## config.mk

```make
export PLATFORM = sky130hd
export DESIGN_NAME = vc_tdm_mux_sec
export DESIGN_NICKNAME = d
export VERILOG_FILES = /design/src/rtl/vc_tdm_mux_sec.sv
export SDC_FILE = /design/constraint.sdc
export NUM_CORES = 1
export LEC_CHECK = 0
export BUFFER_PORTS_ARGS = -buffer_cell sky130_fd_sc_hd__buf_4
export CORE_MARGIN = 2
export CORE_UTILIZATION = 56
export DETAILED_ROUTE_END_ITERATION = 10
export MAX_ROUTING_LAYER = met4
export PLACE_DENSITY = 0.8
export SYNTH_ARGS = -nofsm -noshare
export SYNTH_HDL_FRONTEND = slang
export SYNTH_SLANG_ARGS = --single-unit
```

## constraint.sdc

```tcl
create_clock -name clk -period 4.6 [get_ports clk]
set_input_delay 0 -clock clk [delete_from_list [all_inputs] [get_ports clk]]
set_output_delay 0 -clock clk [all_outputs]
set_load 0.01 [all_outputs]
```

## src/rtl/vc_tdm_mux_sec.sv

```systemverilog
// N-port time-division-multiplexed valid/ready mux; a free-running slot counter alone picks the output port.
// Optional build macro VC_TDM_MUX_GUARD_EN turns the last cycle of each slot into a no-dequeue guard cycle.
module vc_tdm_mux_sec #(
  parameter int p_nbits       = 32,
  parameter int p_nports      = 4,
  parameter int p_depth       = 2,
  parameter int p_slot_cycles = 8
) (
  input  logic                          clk,
  input  logic                          reset_n,
  input  logic [p_nports-1:0]           in_val,
  output logic [p_nports-1:0]           in_rdy,
  input  logic [p_nports*p_nbits-1:0]   in_msg,
  output logic                          out_val,
  input  logic                          out_rdy,
  output logic [p_nbits-1:0]            out_msg,
  output logic [$clog2(p_nports)-1:0]   out_port,
  output logic                          slot_last
);

  localparam int SW   = $clog2(p_nports);
  localparam int CW   = (p_slot_cycles > 1) ? $clog2(p_slot_cycles) : 1;
  localparam int PW   = (p_depth > 1) ? $clog2(p_depth) : 1;
  localparam int CNTW = $clog2(p_depth) + 1;

  localparam logic [SW-1:0]   SLOT_MAX = SW'(p_nports - 1);
  localparam logic [CW-1:0]   CYC_MAX  = CW'(p_slot_cycles - 1);
  localparam logic [PW-1:0]   PTR_MAX  = PW'(p_depth - 1);
  localparam logic [CNTW-1:0] CNT_FULL = CNTW'(p_depth);

`ifdef VC_TDM_MUX_GUARD_EN
  if (p_slot_cycles < 2) begin : g_bad_cfg
    $error("vc_tdm_mux_sec: guard cycle needs p_slot_cycles >= 2");
  end
`endif

  logic [SW-1:0]      slot_q, slot_d;
  logic [CW-1:0]      cyc_q, cyc_d;
  logic [PW-1:0]      wr_ptr_q [p_nports];
  logic [PW-1:0]      wr_ptr_d [p_nports];
  logic [PW-1:0]      rd_ptr_q [p_nports];
  logic [PW-1:0]      rd_ptr_d [p_nports];
  logic [CNTW-1:0]    count_q  [p_nports];
  logic [CNTW-1:0]    count_d  [p_nports];
  logic [p_nbits-1:0] mem_q    [p_nports][p_depth];

  logic [p_nports-1:0] enq, deq, full;
  logic                head_val;

  function automatic logic [PW-1:0] ptr_inc(input logic [PW-1:0] p);
    return (p == PTR_MAX) ? '0 : p + PW'(1);
  endfunction

  // NOTE: every signal written here gets a default before any conditional use, so no latch is inferred.
  always_comb begin
    slot_last = (cyc_q == CYC_MAX);
    out_port  = slot_q;
    cyc_d     = slot_last ? '0 : cyc_q + CW'(1);
    slot_d    = slot_q;
    if (slot_last) slot_d = (slot_q == SLOT_MAX) ? '0 : slot_q + SW'(1);

    // Only the FIFO owning the current slot is ever looked at for the output side.
    head_val = (count_q[slot_q] != '0);
`ifdef VC_TDM_MUX_GUARD_EN
    out_val  = head_val && !slot_last;
`else
    out_val  = head_val;
`endif
    out_msg  = out_val ? mem_q[slot_q][rd_ptr_q[slot_q]] : '0;

    for (int k = 0; k < p_nports; k++) begin
      deq[k]      = out_val && out_rdy && (slot_q == SW'(k));
      full[k]     = (count_q[k] == CNT_FULL);
      in_rdy[k]   = reset_n && (!full[k] || deq[k]);
      enq[k]      = in_val[k] && in_rdy[k];
      wr_ptr_d[k] = enq[k] ? ptr_inc(wr_ptr_q[k]) : wr_ptr_q[k];
      rd_ptr_d[k] = deq[k] ? ptr_inc(rd_ptr_q[k]) : rd_ptr_q[k];
      count_d[k]  = count_q[k] + CNTW'(enq[k]) - CNTW'(deq[k]);
    end
  end

  // NOTE: state flops use non-blocking assignments so every flop samples pre-edge values.
  always_ff @(posedge clk or negedge reset_n) begin
    if (!reset_n) begin
      slot_q <= '0;
      cyc_q  <= '0;
      for (int k = 0; k < p_nports; k++) begin
        wr_ptr_q[k] <= '0;
        rd_ptr_q[k] <= '0;
        count_q[k]  <= '0;
      end
    end else begin
      slot_q <= slot_d;
      cyc_q  <= cyc_d;
      for (int k = 0; k < p_nports; k++) begin
        wr_ptr_q[k] <= wr_ptr_d[k];
        rd_ptr_q[k] <= rd_ptr_d[k];
        count_q[k]  <= count_d[k];
      end
    end
  end

  // NOTE: FIFO storage is not reset; the cleared counts make stale contents unreachable.
  always_ff @(posedge clk) begin
    for (int k = 0; k < p_nports; k++) begin
      if (enq[k]) mem_q[k][wr_ptr_q[k]] <= in_msg[k*p_nbits +: p_nbits];
    end
  end

endmodule

```

==> results.md <==
- The routed length per instance is 22.3 um.
- The clock latency reported for the late side of the worst-skew pair is around 0.53 ns.
- For this block, the via count after detailed routing is roughly 6400.
- The count of nets left with antenna violations once routing finished came out at 0.
- The power spent charging and discharging nets is between 2 and 2.5 mW.
- In this run the static leakage power is between 5 and 6 nW.
- The max-slew violation count is 0.
- TritonCTS built the clock tree.
- The die height is between 100 and 150 um.
- The share of flip-flops with an asynchronous set or reset after synthesis is under 10%.
- Clock-pin slew was measured on the worst setup and hold paths at 0.07 ns.
- The signal arrival time at the worst endpoint is between 3 and 4 ns.
- The root buffer cell chosen for the clock tree is clkbuf_16.
- The number of cells on the worst reg-to-reg path is 5.
- In this run the core area contains between 50 and 60 standard-cell rows.
- The cell taking the most area after synthesis is edfxtp_1.
- Excluding fillers, the count of instances in the completed layout stands at 1178.
- CTS built an H-tree with a depth of 1.
- The total length of routed wires is between 20000 and 30000 um.
- The hold violation total from the final report is 0.
- The flow ran to the end, and the final reports show no timing, DRC or antenna violations.
- At the pin with the least slew margin, the transition time is approximately 1.1 ns.
- The share of Yosys cell area claimed by the top area cell type is roughly 69%.
- The floorplan core area is 19500 um2.
- For this run, global-route usage on met1 was measured as 31.5%.
- Setup repair after global routing left no endpoint under its margin.
- The switching part of the total power is 29.1%.
- The routing usage on met3 is 3.36%.
- After the first detailed-routing iteration, the DRC count stood at roughly 400.
- The clock skew after layout is approximately 0.013 ns.
- Routability-driven placement finished with a final weighted congestion of around 0.79.
- After synthesis, the cell types taking the most area are edfxtp_1 (69%), mux2i_1 (12%), mux4_2 (6.5%), dfrtp_1 (4.7%), nor2_1 (1.6%).
- The post-synthesis net count is ~740.
- The nature of the critical path endpoint is a flop.
- The global routing usage on met2 is about 45%.
- Summed over all nets, the half-perimeter wirelength after detailed placement is roughly 16000 um.
- The critical path in this run is classified as reg -> reg.
- The power share of the sequential group is 47.3%.
- Counting the fill cells in the layout gives between 1000 and 1500.
- met2 is the most crowded layer.
- The floorplan die width is about 140 um.
- The growth of design area from synthesis to finish is 33.6%.
- The sort of element at the start of the critical path is a flop.
- Global routing consumed, over all layers together, between 20% and 30% of the routing resources.
- Data on the critical path is required at its endpoint by 4.74 ns.
- The mapped netlist covers about 11000 um2.
- The ratio of routed vias to standard cells is about 5.5.
- The first global-routing pass estimated 39500 um of wire.
- The number of flops mapped to enable cells by yosys is approximately 260.
- The maximum net fanout on the critical path is 39.
- The per-instance average area after synthesis is ~19 um2.
- Buffers placed on the I/O ports in this run total 174.
- The depth of the worst hold-timing path is 3.
- The number of max-cap violations is 0.
- The power density of the placed cells is roughly 520 nW/um2.
- After synthesis, flip-flops and latches occupy about three quarters of the total area.
- The starting utilization of the core area is 57.2%.
- During I/O placement, the number of pins put on the boundary was between 150 and 200.
- Clock tree synthesis found a total of around 280 sinks.
- The die covers around 21000 um2.
- The first-pass detailed-route iteration total is 5.
- The longest clock path from root to sink contains 3 buffers.
- The worst pin sits at a relative slew slack of between 20% and 30%.
- The minimum clock period after layout is approximately 3.4 ns.
- Cell internal power was estimated by the tool at 5.47 mW.
- The worst-case IR drop observed on VDD is just over 0.0004 V.
- After detailed routing, the number of remaining DRC violations is 0.
- The post-route netlist has roughly 29% of its cells at a drive strength greater than 1.
- The proportion of power drawn by combinational gates is 24.6%.
- The clock network power share is between 20% and 30%.
- The worst hold path belongs to the class in -> reg.
- The number of placed instances with taps included is between 1000 and 1500.
- For the final routed database, the setup TNS stands at 0 ns.
- Setup violations remaining at the end of the flow were counted as 0.
- The number of antenna diodes in the final layout is 0.
- The cell count after synthesis came out at 589.
- The number of warning messages in the yosys log is 0.
- For this run the aggregate overflow at the end of global routing stands at 0.
- At the end of the flow, the number of nets in the layout was 1044.
- The part of the cycle the worst path needs is 74.9%.
- The share of the core filled with cells in the final layout is 76.4%.
- The count of cell types in the netlist is 29.
- In this run, CTS created clock tree buffers numbering 26.
- The via count of the first global-routing pass came to roughly 7000.
- Entering global routing, the biggest net connects 40 pins.
- For this run, the top clock speed supported by timing is about 0.29 GHz.
- Among all flip-flop cells after synthesis, the most frequent one is edfxtp_1.
- Synthesis inferred 277 register bits.
- The initial antenna violation count is 0.
-- power groups by stage --
stage / Sequential, mW / Clock [mW] / Combinational (mW)
global placement: 3.66 / 0 / 1.73
finish: 3.65 / 2.16 / 1.90
floorplan: 3.33 / 0 / 1.36
CTS: 3.64 / 2.17 / 1.89
global route: 3.70 / 2.28 / 2.01
detailed placement: 3.69 / 0 / 1.79
-- cell usage in the layout (no fill, tap or decap), drive strengths merged, types with 10 or more instances in the layout --
cell and count:
edfxtp 256, buf 175, dlygate4sd3 131, mux2i 128, nor2 51, mux4 32, clkbuf 31, dfrtp 21
ha 14, xnor2 12, inv 12, clkinv 10
-- path summary, 6_finish.rpt --
path                                    startpoint                      end  slack (ns)
setup / recovery           out_port[1]$_DFFE_PN0P_   mem_q[2][47]$_DFFE_PP_        1.15
hold / removal                           in_val[1]  wr_ptr_q[2]$_DFFE_PN0P_        0.03
setup reg to reg           out_port[1]$_DFFE_PN0P_   mem_q[2][47]$_DFFE_PP_        1.15
hold reg to reg                 cyc_q[0]$_DFF_PN0_       cyc_q[0]$_DFF_PN0_        0.45
max in group asynchronous                  reset_n  rd_ptr_q[3]$_DFFE_PN0N_        3.11
min in group asynchronous                  reset_n     count_q[0]$_DFF_PN0_        0.82
-- metal layers --
metal  vias to the layer above  share of wire [%]
met2                       267                 53
li1                       2893                  -
met4                         0                2.0
met5                         -                  0
met1                      3244                 39
met3                        45                6.1
-- flip-flops by register name, indices dropped and copies added (netlist names) --
register	count
count_q	8
cyc_q	3
mem_q	256
out_port	2
rd_ptr_q	4
wr_ptr_q	4
-- synth_stat cells (2+ instances only) --
library cell / instances
edfxtp_1: 256
mux2i_1: 128
nor2_1: 47
mux4_2: 32
buf_2: 22
dfrtp_1: 21
ha_1: 14
xnor2_1: 12
inv_1: 10
nand2_1: 9
clkbuf_1: 4
o21ai_0: 4
xor2_1: 4
nor2_4: 3
a21oi_1: 2
a32oi_1: 2
and2_1: 2
buf_6: 2
nand2b_1: 2
nor2b_1: 2
nor4b_1: 2
o21a_1: 2
-- cell type report --
cell class,count,area (um2),share of cell area [%]
clock buffers,31,711,4.78
clock inverters,15,154,1.04
inverters,12,45.0,0.303
multi-input cells,272,2780,18.7
flip-flops and latches,277,8220,55.3
well taps,265,332,2.23
repair buffers,306,2630,17.7
-- stage by stage --
step | instance area [um2] | worst slack, ns | total power [mW] | hold slack, ns
2_1_floorplan | 11100 | 1.28 | 4.69 | -0.296
3_3_place_gp | 12700 | 1.27 | 5.39 | -0.0709
3_5_place_dp | 12700 | 1.16 | 5.47 | -0.0681
4_1_cts | 14900 | 1.14 | 7.70 | 0.0117
5_1_grt | 14900 | 0.973 | 7.99 | 0.0460
6_report | 14900 | 1.15 | 7.72 | 0.0277
-- worst max-delay path, stage by stage (launching register included) --
cell     delay, ns
dfrtp_2       0.73
nor4b_1       0.12
or4_4         0.84
inv_2         0.21
a32oi_1       0.22
nor2_4        0.91
-- what timing repair did --
action | CTS | global route
hold buffers | 131 | 0
buffers inserted | 0 | 0
endpoints found under the hold margin | 281 | 0
resized for setup | 0 | 0
-- logic make-up (layout without fill, tap and decap cells) --
group / after synthesis / count (layout) / synth area share, %
buffers and inverters: 40 / 364 / 1.73
muxes: 160 / 160 / 18.0
AOI/OAI and AO/OA: 10 / 10 / 0.562
adders and majority gates: 14 / 14 / 1.57
and+or+nand+nor: 72 / 72 / 3.04
DFF: 277 / 277 / 73.8
xor gates and xnor gates: 16 / 16 / 1.26
Note: power is estimated with default switching activity, not from simulation.
